### src/rtl/arbitro_contador.sv
// Purpose : round-robin owner of one shared modulo interval counter; counts 0..L-1 for the winner, then pulses Done.
// Latency : grant 1 cycle after a request is seen in IDLE, Done 1 cycle after Count=L-1, 1-cycle FIM + 1-cycle IDLE gap.
// Backpr. : none; requesters hold Req until Done (or drop it to abort), losers simply wait for the next IDLE.
//
// Ports:
//   Clock  - single clock, all updates on posedge
//   Reset  - synchronous active-low reset
//   Req    - per-requester request level
//   Len    - packed per-requester interval length, requester i at [i*W +: W]
//   Grant  - one-hot current owner, zero when idle
//   Busy   - high while an interval is running
//   Count  - current value of the shared counter
//   Done   - one-cycle completion pulse to the owner that finished
module arbitro_contador #(
  parameter int N_REQ = 4,
  parameter int W     = 3
) (
  input  logic               Clock,
  input  logic               Reset,
  input  logic [N_REQ-1:0]   Req,
  input  logic [N_REQ*W-1:0] Len,
  output logic [N_REQ-1:0]   Grant,
  output logic               Busy,
  output logic [W-1:0]       Count,
  output logic [N_REQ-1:0]   Done
);

  localparam int IDX_W = (N_REQ > 1) ? $clog2(N_REQ) : 1;
  localparam int SUM_W = IDX_W + 1;

  typedef enum logic [1:0] {
    IDLE = 2'd0,
    RUN  = 2'd1,
    FIM  = 2'd2
  } state_t;

  state_t               state_q, state_d;
  logic [IDX_W-1:0]     last_q, last_d;
  logic [IDX_W-1:0]     owner_q, owner_d;
  logic [W-1:0]         len_q, len_d;
  logic [N_REQ-1:0]     grant_q, grant_d;
  logic                 busy_q, busy_d;
  logic [W-1:0]         count_q, count_d;
  logic [N_REQ-1:0]     done_q, done_d;

  // Per-requester view of the packed length bus.
  logic [W-1:0]         len_arr [N_REQ];

  always_comb begin
    for (int j = 0; j < N_REQ; j++) begin
      len_arr[j] = Len[j*W +: W];
    end
  end

  // Round-robin search: first requester strictly after last_q, wrapping.
  // The sum is one bit wider so last_q + i never overflows before the wrap.
  logic                 win_vld;
  logic [IDX_W-1:0]     win_idx;
  logic [SUM_W-1:0]     cand;

  always_comb begin
    win_vld = 1'b0;
    win_idx = '0;
    cand    = '0;
    for (int i = 1; i <= N_REQ; i++) begin
      cand = {1'b0, last_q} + SUM_W'(i);
      if (cand >= SUM_W'(N_REQ)) begin
        cand = cand - SUM_W'(N_REQ);
      end
      if (!win_vld && Req[cand[IDX_W-1:0]]) begin
        win_vld = 1'b1;
        win_idx = cand[IDX_W-1:0];
      end
    end
  end

  // A zero length would never reach L-1, so it is promoted to a single cycle.
  logic [W-1:0] win_len;

  always_comb begin
    win_len = len_arr[win_idx];
    if (win_len == '0) begin
      win_len = W'(1);
    end
  end

  always_comb begin
    state_d = state_q;
    last_d  = last_q;
    owner_d = owner_q;
    len_d   = len_q;
    grant_d = grant_q;
    busy_d  = busy_q;
    count_d = count_q;
    done_d  = '0;

    case (state_q)
      IDLE: begin
        grant_d = '0;
        busy_d  = 1'b0;
        count_d = '0;
        if (win_vld) begin
          state_d          = RUN;
          owner_d          = win_idx;
          len_d            = win_len;
          grant_d          = '0;
          grant_d[win_idx] = 1'b1;
          busy_d           = 1'b1;
        end
      end

      RUN: begin
        // Abort is checked first so a drop on the final count never yields Done.
        if (!Req[owner_q]) begin
          state_d = IDLE;
          grant_d = '0;
          busy_d  = 1'b0;
          count_d = '0;
          last_d  = owner_q;
        end else if (count_q == len_q - W'(1)) begin
          state_d         = FIM;
          done_d[owner_q] = 1'b1;
          grant_d         = '0;
          busy_d          = 1'b0;
          count_d         = '0;
          last_d          = owner_q;
        end else begin
          count_d = count_q + W'(1);
        end
      end

      FIM: begin
        state_d = IDLE;
        grant_d = '0;
        busy_d  = 1'b0;
        count_d = '0;
      end

      default: begin
        state_d = IDLE;
        grant_d = '0;
        busy_d  = 1'b0;
        count_d = '0;
      end
    endcase
  end

  always_ff @(posedge Clock) begin
    if (!Reset) begin
      state_q <= IDLE;
      last_q  <= IDX_W'(N_REQ - 1);
      owner_q <= '0;
      len_q   <= W'(1);
      grant_q <= '0;
      busy_q  <= 1'b0;
      count_q <= '0;
      done_q  <= '0;
    end else begin
      state_q <= state_d;
      last_q  <= last_d;
      owner_q <= owner_d;
      len_q   <= len_d;
      grant_q <= grant_d;
      busy_q  <= busy_d;
      count_q <= count_d;
      done_q  <= done_d;
    end
  end

  assign Grant = grant_q;
  assign Busy  = busy_q;
  assign Count = count_q;
  assign Done  = done_q;

endmodule
### config.mk
export PLATFORM = sky130hd
export DESIGN_NAME = arbitro_contador
export DESIGN_NICKNAME = d
export VERILOG_FILES = /design/src/rtl/arbitro_contador.sv
export SDC_FILE = /design/constraint.sdc
export NUM_CORES = 1
export LEC_CHECK = 0
export BUFFER_PORTS_ARGS = -buffer_cell sky130_fd_sc_hd__buf_4
export CAP_MARGIN = 20
export CORE_ASPECT_RATIO = 1.75
export CORE_MARGIN = 2
export CORE_UTILIZATION = 36
export DETAILED_ROUTE_END_ITERATION = 8
export PLACE_DENSITY = 0.6
export SLEW_MARGIN = 20
export SYNTH_ARGS = -nofsm -noshare
export SYNTH_HDL_FRONTEND = slang
export SYNTH_SLANG_ARGS = --single-unit
### constraint.sdc
create_clock -name Clock -period 2.6 [get_ports Clock]
set_clock_uncertainty 0.15 [all_clocks]
set_input_delay 0.52 -clock Clock [delete_from_list [all_inputs] [get_ports Clock]]
set_output_delay 0.52 -clock Clock [all_outputs]
set_load 0.005 [all_outputs]
## Yosys cells after proc, flatten, opt, wreduce, memory -nomap -nowiden

Cells that the tools add are included.

- Output and inout port bits: 12
- Register bits after elaboration: 21
- Input port bits: 18
- Logic and storage cells: 99

- $add $sub $neg: 10
- Magnitude comparators: 13
- Reduce and logical (&&, ||, !) cells: 15
- Bitwise logic cells: 4
- Equality and inequality tests: 5
- Muxes and demuxes: 44

Operators with widths:

| cell | number |
|---|---|
| 2-to-1 mux 2 bit | 13 |
| less-than comparator 2 x 3 -> 1 bit, second input constant | 6 |
| >= comparator 3 bit, second input constant | 5 |
| 2-to-1 mux 1 bit | 14 |
| 2-to-1 mux 4 bit | 3 |
| binary-select mux 1 bit (select 2 bit) | 5 |
| 2-to-1 mux 3 bit | 3 |
| one-hot mux 4 bit (2 select lines) | 1 |
| subtractor 2 x 1 -> 2 bit, second input constant | 4 |
| adder 2 x 2 -> 3 bit, second input constant | 2 |
| binary-select mux 3 bit (select 2 bit) | 1 |
| AND reduction 2 bit | 3 |
| logical AND 1 bit | 5 |
| demux 1 bit (select 2 bit) | 2 |
| >= comparator 2 x 1 -> 1 bit, second input constant | 2 |
| one-hot mux 2 bit (2 select lines) | 1 |
| AND reduction 4 bit | 1 |
| OR reduction 4 bit | 1 |
| adder 2 x 1 -> 3 bit, second input constant | 1 |
| adder 2 x 3 -> 3 bit, second input constant | 1 |
| adder 3 x 1 -> 3 bit, second input constant | 1 |
| == test 3 bit | 1 |
| zero test 1 bit | 3 |
| zero test 3 bit | 1 |
| 9 further kinds | 11 |

## Logic depth before layout (Yosys ltp)

Gate-level depths: netlist of run 1.

- Word-level depth: 21
- Depth in mapped cells: 8
- Mapped depth without buffers: 8

## Worst setup path after synthesis of run 1

Ideal clock, no wire load.

- Path type: input-to-reg
- Start: input Req[3]
- End: register len_q[0]
- Library setup time: 129 ps
- Path buffers: 1
- Stages: 7
- Data arrival time: 1639 ps
- Path slack: 681 ps
- Data required time: 2321 ps
- Cells stage by stage: nor2b_1 > o21ai_1 > o311a_1 > buf_4 > mux2_1 > a21oi_1 > o211ai_1

- Cells in the longest elaborated chain, start to end: 18

RTL lines:

| what | line | text |
|---|---|---|
| start, declared | 20 | `input logic [N_REQ-1:0] Req,` |
| binary-select mux 1 bit (select 2 bit) | 70 | `if (!win_vld && Req[cand[IDX_W-1:0]]) begin` |
| 2-to-1 mux 1 bit (not written as such) | 70 |  |
| 2-to-1 mux 1 bit | 70 |  |
| zero test 1 bit | 70 |  |
| logical AND 1 bit | 70 |  |
| 2-to-1 mux 1 bit | 70 |  |
| zero test 1 bit | 70 |  |
| logical AND 1 bit | 70 |  |
| 2-to-1 mux 1 bit | 70 |  |
| zero test 1 bit | 70 |  |
| logical AND 1 bit | 70 |  |
| 2-to-1 mux 2 bit | 70 |  |
| NOT 2 -> 3 bit (not written as such) | 81 | `win_len = len_arr[win_idx];` |
| binary-select mux 3 bit (select 2 bit) | 81 |  |
| 2-to-1 mux 3 bit (not written as such) (2 in a row) | 81 |  |
| zero test 3 bit | 82 | `if (win_len == '0) begin` |
| 2-to-1 mux 3 bit | 82 |  |
| end signal, assigned | 162 | `len_q <= len_d;` |
| end, declared | 40 | `logic [W-1:0] len_q, len_d;` |

Parallel ways exist; a longest one is shown, timed or not. The select of a mux whose other input is x is not followed.
A chain may end at the register's enable or synchronous reset.

## Worst setup path after layout of run 1

- Start: register len_q[0]
- End: register last_q[1]

- Cells in the longest elaborated chain, start to end: 4

RTL lines:

| what | line | text |
|---|---|---|
| subtractor 3 x 1 -> 3 bit | 120 | `end else if (count_q == len_q - W'(1)) begin` |
| == test 3 bit | 120 |  |
| != test 2 x 1 -> 1 bit (no source line) | - |  |
| AND reduction 2 bit (no source line) | - |  |
| end signal, assigned | 151 | `last_q <= IDX_W'(N_REQ - 1);` |
| end signal, assigned | 160 | `last_q <= last_d;` |
| end, declared | 38 | `logic [IDX_W-1:0] last_q, last_d;` |

Every way passes these cells.

==> impl_metrics.ini, run 1 <==
[run_status]
status = finished, final reports clean

[cells_and_area]
diodes = 0
drive_gt1_share_pct = 28.5
final_nets = 158
nFillCells = 274
fin_area_mm2 = 0.00129
area_delta_synth_final_pct = 28.4

[setup_path]
end_kind = flip-flop
critPathKind = flip-flop to flip-flop
r2r-end = last_q[1]
cp.required_ns = 2.61
worstRegToRegCells = 8
start_kind = flip-flop
cp.arrival_ns = 2.09
reg2reg_from = len_q[0]
cp_max_fo = 7
r2r_slack_ns = 0.52

[synthesis]
yosys-top-cells-area = dfxtp_1 42%, nand2_1 4.8%, nor2_1 4.1%
async_flop_share_pct = 0
synth_flop_cell = dfxtp_1
synthXorXnorAreaFrac_pct = 4.35
post_synth.cell_area_avg_um2 = 9.50
synth_top_area_cell = dfxtp_1
synth_common_cells = 21 x dfxtp_1, 13 x nand2_1, 11 x nor2_1
ys_ff_latch = 21
ys_warn_count = 0
ys_types = 40
synth_top_family_by_area = simple AND/OR/NAND/NOR gates
synth-seq-area-share_pct = 41.7
syn_nets = 126
synthMuxAreaShare_pct = 8.45
yosysTopAreaCellShare_pct = 41.7
syn_inst = 106
synth_compound_area_share_pct = 16.4
yosys.area_share.simple_pct = 24.3
synthMostInstantiatedCell = dfxtp_1
synthAdderAreaFrac_pct = 2.48
synth_edf_count = 0
syn-cell-area_mm2 = 0.00101

[power]
intPower_mw = 0.763
pwr-share-seq_pct = 38.9
ir_drop_mv = 0.475
comb_power_share_pct = 43.6
swShare_pct = 37.9
p_clk_share_pct = 17.6
p_per_area_mw_per_mm2 = 949
p_sw_mw = 0.465
leakage_nw = 0.602

[clock_tree]
clock-sinks = 21
ctsHoldBuffers = 0
cts_max_path_buffers = 2
ctsHtreeMaxLevel = 1
postCtsResizedCells = 0
post_cts_buffers = 0
clk-insertion-delay-late_ns = 0.26
cts_made_buffers = 3
cts_tree = built
path_clk_slew_ns = 0.08
cts-root-buf = clkbuf_8

[sta]
clock.fmax_mhz = 481
slew_viol_final = 0
post-route-period-util_pct = 80.0
setup_viol = 0
worst_pin_slew_ns = 0.644
hold_viol = 0
relSlewSlack_pct = 56.8
fin_crit_ns = 2.08
fin_tns_setup_ns = 0
rsz0062_at_grt = no

[placement]
hpwl_um = 1830
gp_congestion = 0.755
place_area_mm2 = 0.00125
port_buffers = 29

[route]
num_vias = 877
drc = 0
drtAntennaViolNets = 0
wl_per_cell_um = 14.1
drt_iter0_markers = 12
drt_pass1_iterations = 4
finalWirelength_um = 2310
via_per_inst = 5.35

[global_route]
grt_max_degree = 13
met2_usage_pct = 29.2
busiest_layer = met2
antenna_found_initial = 0
grt_usage_pct = 16.0
groute.layer.met3.usage_pct = 2.67
grt_pass1_wl_um = 3850
grt_pass1_vias = 872
gr-total-overflow = 0
grt_util_met1_pct = 16.4

[min_path]
worstHoldStart = Busy
hold_depth = 2
min_to = Busy
hold_class = flip-flop to flip-flop

[job]
maxCapViolCount = 0

[floorplan]
rows = 25
num_io_pins = 30
start_util_pct = 37.4
die_y_um = 74.0
fp.coreArea_mm2 = 0.00269
die_width_um = 44.0
dieArea_mm2 = 0.00325
[logic make-up (layout without fill, tap and decap cells)]
group / after synthesis / in the layout
and+or+nand+nor: 44 / 44
AOI/OAI and AO/OA: 22 / 22
DFF: 21 / 21
muxes: 7 / 7
xor gates and xnor gates: 5 / 5
buffers and inverters: 5 / 36
adders and majority gates: 2 / 2
[power by group through the flow]
stage | clock [mW] | combinational, mW | sequential, mW
floorplan | 0 | 0.404 | 0.469
detailed placement | 0 | 0.538 | 0.486
CTS | 0.222 | 0.540 | 0.478
global route | 0.233 | 0.603 | 0.490
global placement | 0 | 0.527 | 0.485
finish | 0.216 | 0.535 | 0.477
[sequential cells by signal, summed over array words and instances, names as in the netlist]
| name | cells |
|---|---|
| Done | 4 |
| Grant | 4 |
| Count | 3 |
| len_q | 3 |
| last_q | 2 |
| owner_q | 2 |
| state_q | 2 |
| Busy | 1 |
[per-layer routing]
| metal | up-vias | part of all wire (%) |
|---|---|---|
| li1 | 442 | - |
| met1 | 411 | 39 |
| met2 | 17 | 55 |
| met3 | 7 | 3.2 |
| met4 | 0 | 3.1 |
| met5 | - | 0 |
[worst max-delay path by stage]
| stage | startpoint | end | slack [ns] | cells after the start |
|---|---|---|---|---|
| 2_1_floorplan | Req[3] | len_q[0] | 0.68 | 7 |
| 3_3_place_gp | Req[3] | len_q[0] | 0.39 | 7 |
| 3_5_place_dp | Req[3] | len_q[0] | 0.35 | 7 |
| 4_1_cts | len_q[0] | last_q[1] | 0.49 | 8 |
| 5_1_grt | len_q[0] | last_q[0] | 0.31 | 8 |
| 6_report | len_q[0] | last_q[1] | 0.52 | 8 |
[stage by stage]
step                      hold WS, ns  std cells  total power, mW  setup slack (ns)  util (%)
after global placement          0.287        160             1.01             0.390      46.4
after floorplan                 0.289        106            0.873             0.681         -
final                           0.305        164             1.23             0.520      48.1
after detailed placement        0.294        160             1.02             0.350      46.4
after CTS                       0.309        164             1.24             0.492      48.1
after global routing            0.341        164             1.33             0.311      48.1
[placed cells by master, fill, tap and decap left out, drive strengths merged, types with 2 or more instances in the layout]
cell type / instances
a32oi: 2
nor2: 12
nor2b: 5
a21o: 2
nor3b: 2
xor2: 3
buf: 29
inv: 3
a32o: 2
and2: 2
ha: 2
nand2: 14
mux2i: 4
a211o: 2
dfxtp: 21
mux2: 2
nand3: 3
a21oi: 4
o21ai: 2
clkbuf: 3
nand2b: 3
xnor2: 2
[cell type report]
| type | instances | area, um^2 | area share (%) |
|---|---|---|---|
| Multi-Input combinational cell | 80 | 564 | 43.6 |
| Sequential cell | 21 | 420 | 32.5 |
| Timing Repair Buffer | 29 | 218 | 16.8 |
| Clock buffer | 3 | 41.3 | 3.19 |
| Tap cell | 27 | 33.8 | 2.61 |
| Inverter | 3 | 11.3 | 0.870 |
| Clock inverter | 1 | 5.00 | 0.387 |
[critical path: stages (launching register included)]
cell and delay, ns:
dfxtp_1 0.36, inv_1 0.07, ha_1 0.20, xor2_1 0.18
xnor2_1 0.13, nand3_1 0.27, a211o_1 0.39, mux2i_1 0.16
nand2_1 0.06
No activity file was read; power rests on OpenSTA's default activity.
==> run 2, diff against run 1 <==
- PLACE_DENSITY: 0.6 -> 0.62
- clock period: 2.6 -> 1.7 ns (I/O delays scaled with it)
==> run 2 against run 1 <==
The flow now finishes with violations (negative setup slack). Critical path depth unchanged. Wire length up 10%. Sequential share of layout area down 5.4 points. Critical endpoint unchanged.
==> impl_metrics.ini, run 2 (synthesis results as in run 1) <==
[cells_and_area]
nFillCells = 236
fin_area_mm2 = 0.00157
layout_common_cells = 46 x buf_4, 17 x dfxtp_1, 13 x nand2_1
final_common_cell = buf_4
final_nets = 178
fin_util_pct = 58.4
diodes = 0
area_delta_synth_final_pct = 56.0
drive_gt1_share_pct = 51.0
multi_input_area_um2 = 677
seq_area_um2 = 425

[power]
pwr-share-seq_pct = 30.7
ir_drop_mv = 1.05
comb_power_share_pct = 55.7
total_power_mw = 2.37
p_clk_share_pct = 13.7
leakage_nw = 0.723
p_sw_mw = 0.849
intPower_mw = 1.52
swShare_pct = 35.9
p_per_area_mw_per_mm2 = 1510

[clock_tree]
cts_made_buffers = 3
path_clk_slew_ns = 0.07
clk-insertion-delay-late_ns = 0.25
ctsHoldBuffers = 0
clock-sinks = 21
cts-root-buf = clkbuf_8
cts_tree = built
ctsHtreeMaxLevel = 1
cts_max_path_buffers = 2

[setup_path]
critical_path.top_delay_family = flip-flops
crit_chain = inv_2 > ha_4 > xor2_4 > xnor2_2 > nand3_2 > a211o_1 > mux2i_1 > nand2_1
critPathKind = flip-flop to flip-flop
critPathBufInv = 1
critPathMaxStageDelay_ns = 0.35
cp.arrival_ns = 1.72
cp_max_fo = 2
start_kind = flip-flop
end_kind = flip-flop
cp.required_ns = 1.70
slowest_stage = dfxtp_2

[run_status]
status = finished with violations
violations = negative setup slack

[floorplan]
num_io_pins = 30
fp.coreArea_mm2 = 0.00269
rows = 25
start_util_pct = 37.4
dieArea_mm2 = 0.00325
die_width_um = 44.0
die_y_um = 74.0

[sta]
post-route-period-util_pct = 101
hold_viol = 0
setup_viol = 5
fin_crit_ns = 1.72
setup_ws_ns = -0.0207
relSlewSlack_pct = 83.5
worst_pin_slew_ns = 0.247
rsz0062_at_grt = yes
slew_viol_final = 0
clock.fmax_mhz = 581

[global_route]
grt_usage_pct = 16.4
gr-total-overflow = 0
grt_pass1_wl_um = 4000
grt_pass1_vias = 940
grt_max_degree = 13
antenna_found_initial = 0

[placement]
hpwl_um = 1940
gp_congestion = 0.784
port_buffers = 29
place_area_mm2 = 0.00140

[route]
wl_per_cell_um = 13.8
drc = 0
num_vias = 940
drtAntennaViolNets = 0
via_per_inst = 5.11
drt_pass1_iterations = 4
drt_iter0_markers = 15
finalWirelength_um = 2540

[min_path]
hold_class = primary input to flip-flop

[job]
maxCapViolCount = 0
-- run 2: changes by cell type in the layout (fill, tap and decap cells not counted), moves of 3 or more --
cell	change
dfxtp_2	+4
buf_4	+17
buf_6	+3
dfxtp_1	-4
-- run 2: layout make-up --
type                       instances  share of cell area (%)
clock buffer                       4                    2.87
multi-input combinational         80                    43.1
sequential                        21                    27.1
tap                               27                    2.15
timing repair buffer              49                    24.1
inverter                           3                   0.717
-- run 2: worst paths after layout --
check,start,end,slack (ns),depth (start not counted)
worst max register to register,len_q[0],last_q[1],-0.02,8
worst min-delay path,Reset,last_q[1],0.18,2
worst max-delay path,len_q[0],last_q[1],-0.02,8
worst min register to register,Busy,Busy,0.30,2
-- run 2: metrics by stage --
step	worst slack [ns]	setup TNS, ns	hold WS [ns]	cells
floorplan	-0.126	-0.253	0.289	106
global placement	-0.214	-0.986	0.286	178
detailed placement	-0.310	-1.35	0.298	178
CTS	-0.0437	-0.139	0.184	182
global route	-0.131	-0.698	0.194	184
finish	-0.0207	-0.0706	0.184	184
-- run 2: timing repair --
action	in CTS	in global routing
pin swaps	7	6
setup buffers	0	2
endpoints found under the setup margin	8	15
gates resized for setup	6	13
-- run 2: per-layer routing --
metal	routed length (um)	global-route usage (%)	up-vias	share of wire, %
met5	0	0	-	0
met4	14	5.72	0	0.55
met3	54	2.18	2	2.1
met2	1480	31.0	11	58
met1	992	17.9	448	39
li1	-	-	479	-
-- run 2: power by group through the flow --
stage	combinational (mW)	clock (mW)	sequential (mW)
global placement	1.11	0	0.726
finish	1.32	0.324	0.725
global route	1.43	0.353	0.736
detailed placement	1.13	0	0.727
CTS	1.18	0.328	0.721
floorplan	0.664	0	0.727
==> run 3, diff against run 2 <==
- CELL_PAD_IN_SITES_DETAIL_PLACEMENT: not set -> 0
- CELL_PAD_IN_SITES_GLOBAL_PLACEMENT: not set -> 1
- CORE_UTILIZATION: 36 -> 33
- GPL_ROUTABILITY_DRIVEN: not set -> 1
- PLACE_DENSITY: 0.62 -> 0.74
==> run 3 against run 2 <==
The flow still finishes with violations (negative setup slack). Total power grew 0.71%. Cell count grew 2.2%. Combinational power is essentially flat. First-iteration DRC count shrank 20%. Flip-flop and latch count is the same. Worst hold slack gained 0.0092 ns. Critical path type unchanged.
==> impl_metrics.ini, run 3 (synthesis results as in run 1) <==
[run_status]
status = finished with violations
violations = negative setup slack

[clock_tree]
cts-root-buf = clkbuf_8
path_clk_slew_ns = 0.08
cts_made_buffers = 3
ctsHtreeMaxLevel = 1
cts_max_path_buffers = 2
cts_tree = built
clock-sinks = 21
clk-insertion-delay-late_ns = 0.25

[route]
finalWirelength_um = 2680
drt_iter0_markers = 12
drc = 0
num_vias = 987
drtAntennaViolNets = 0
drt_pass1_iterations = 7
wl_per_cell_um = 14.2
via_per_inst = 5.25

[cells_and_area]
final_common_cell = buf_4
layout_common_cells = 49 x buf_4, 17 x dfxtp_1, 13 x nand2_1
diodes = 0
drive_gt1_share_pct = 50.0
area_delta_synth_final_pct = 55.0
final_nets = 181
nFillCells = 286

[sta]
setup_viol = 13
fin_crit_ns = 1.86
worst_pin_slew_ns = 0.275
rsz0062_at_grt = yes
clock.fmax_mhz = 538
slew_viol_final = 0
relSlewSlack_pct = 81.7
post-route-period-util_pct = 109
setup_ws_ns = -0.159
hold_viol = 0

[floorplan]
start_util_pct = 34.4
rows = 26
die_width_um = 45.8
dieArea_mm2 = 0.00353
num_io_pins = 30
fp.coreArea_mm2 = 0.00293
die_y_um = 77.1

[min_path]
hold_class = primary input to flip-flop
worstHoldStart = Reset

[setup_path]
crit_start = len_q[0]
reg2reg_from = len_q[0]
critPathKind = flip-flop to flip-flop
end_kind = flip-flop
start_kind = flip-flop
cp.required_ns = 1.70
cp_max_fo = 6
cp.arrival_ns = 1.86

[power]
p_per_area_mw_per_mm2 = 1530
total_power_mw = 2.38
leakage_nw = 0.732
ir_drop_mv = 0.753

[job]
maxCapViolCount = 0

[placement]
post-place-ws_ns = -0.294
hpwl_um = 2100
gp_congestion = 0.780
port_buffers = 29

[global_route]
gr-total-overflow = 0
grt_usage_pct = 15.9
grt_pass1_vias = 972
antenna_found_initial = 0
grt_pass1_wl_um = 4220
grt_max_degree = 13
-- run 3: cell types whose count changed in the layout (fill, tap and decap cells not counted), sizes merged --
cell,before,now
buf,49,51
clkbuf,4,3
clkinv,0,1
o311a,1,2
-- run 3: area by class of cell --
type | count | area, um^2 | share of cell area (%)
Multi-Input combinational cell | 81 | 651 | 41.7
Sequential cell | 21 | 428 | 27.4
Timing Repair Buffer | 51 | 390 | 25.0
Clock buffer | 3 | 41.3 | 2.64
Tap cell | 28 | 35.0 | 2.24
Inverter | 3 | 11.3 | 0.721
Clock inverter | 1 | 5.00 | 0.321
-- run 3: worst paths after layout --
path	to	cells past startpoint	slack, ns
max reg2reg	Grant[2]	9	-0.16
max	Grant[2]	9	-0.16
min reg2reg	Busy	2	0.30
min	last_q[0]	2	0.19
-- run 3: critical path, cell delays in order (launching register included) --
cell and delay (ns):
dfxtp_2 0.35, inv_2 0.05, ha_4 0.15, xor2_2 0.18, xnor2_2 0.15, nand3_2 0.11
buf_4 0.15, buf_6 0.12, nor2b_4 0.14, a32o_1 0.19
-- run 3: stage by stage --
step / setup TNS [ns] / area [um^2] / hold slack, ns / utilization (%) / std cells
final: -1.00 / 1560 / 0.194 / 53.3 / 188
after global routing: -2.34 / 1560 / 0.211 / 53.3 / 188
after CTS: -0.416 / 1480 / 0.190 / 50.5 / 185
after detailed placement: -2.52 / 1420 / 0.292 / 48.5 / 181
after global placement: -2.28 / 1420 / 0.286 / 48.5 / 181
after floorplan: -0.253 / 1030 / 0.289 / - / 106
-- run 3: repair_timing --
| action | CTS | global route |
|---|---|---|
| resized for setup | 2 | 12 |
| setup endpoints to repair | 10 | 18 |
| gates cloned | 0 | 1 |
| pin swaps | 2 | 8 |
| hold buffers | 0 | 0 |
| buffers inserted | 0 | 2 |
-- run 3: report_power, final --
group | switching [mW] | internal [mW]
combinational | 0.593 | 0.736
clock | 0.163 | 0.163
sequential | 0.0993 | 0.629
total | 0.855 | 1.53
-- run 3: metal layers --
| layer | global-route usage [%] | share of wire (%) | wire (um) | up-vias |
|---|---|---|---|---|
| met3 | 2.12 | 2.3 | 62 | 4 |
| met5 | 0 | 0 | 0 | - |
| li1 | - | - | - | 492 |
| met1 | 16.5 | 38 | 1030 | 476 |
| met2 | 30.1 | 58 | 1550 | 15 |
| met4 | 5.43 | 1.5 | 39 | 0 |
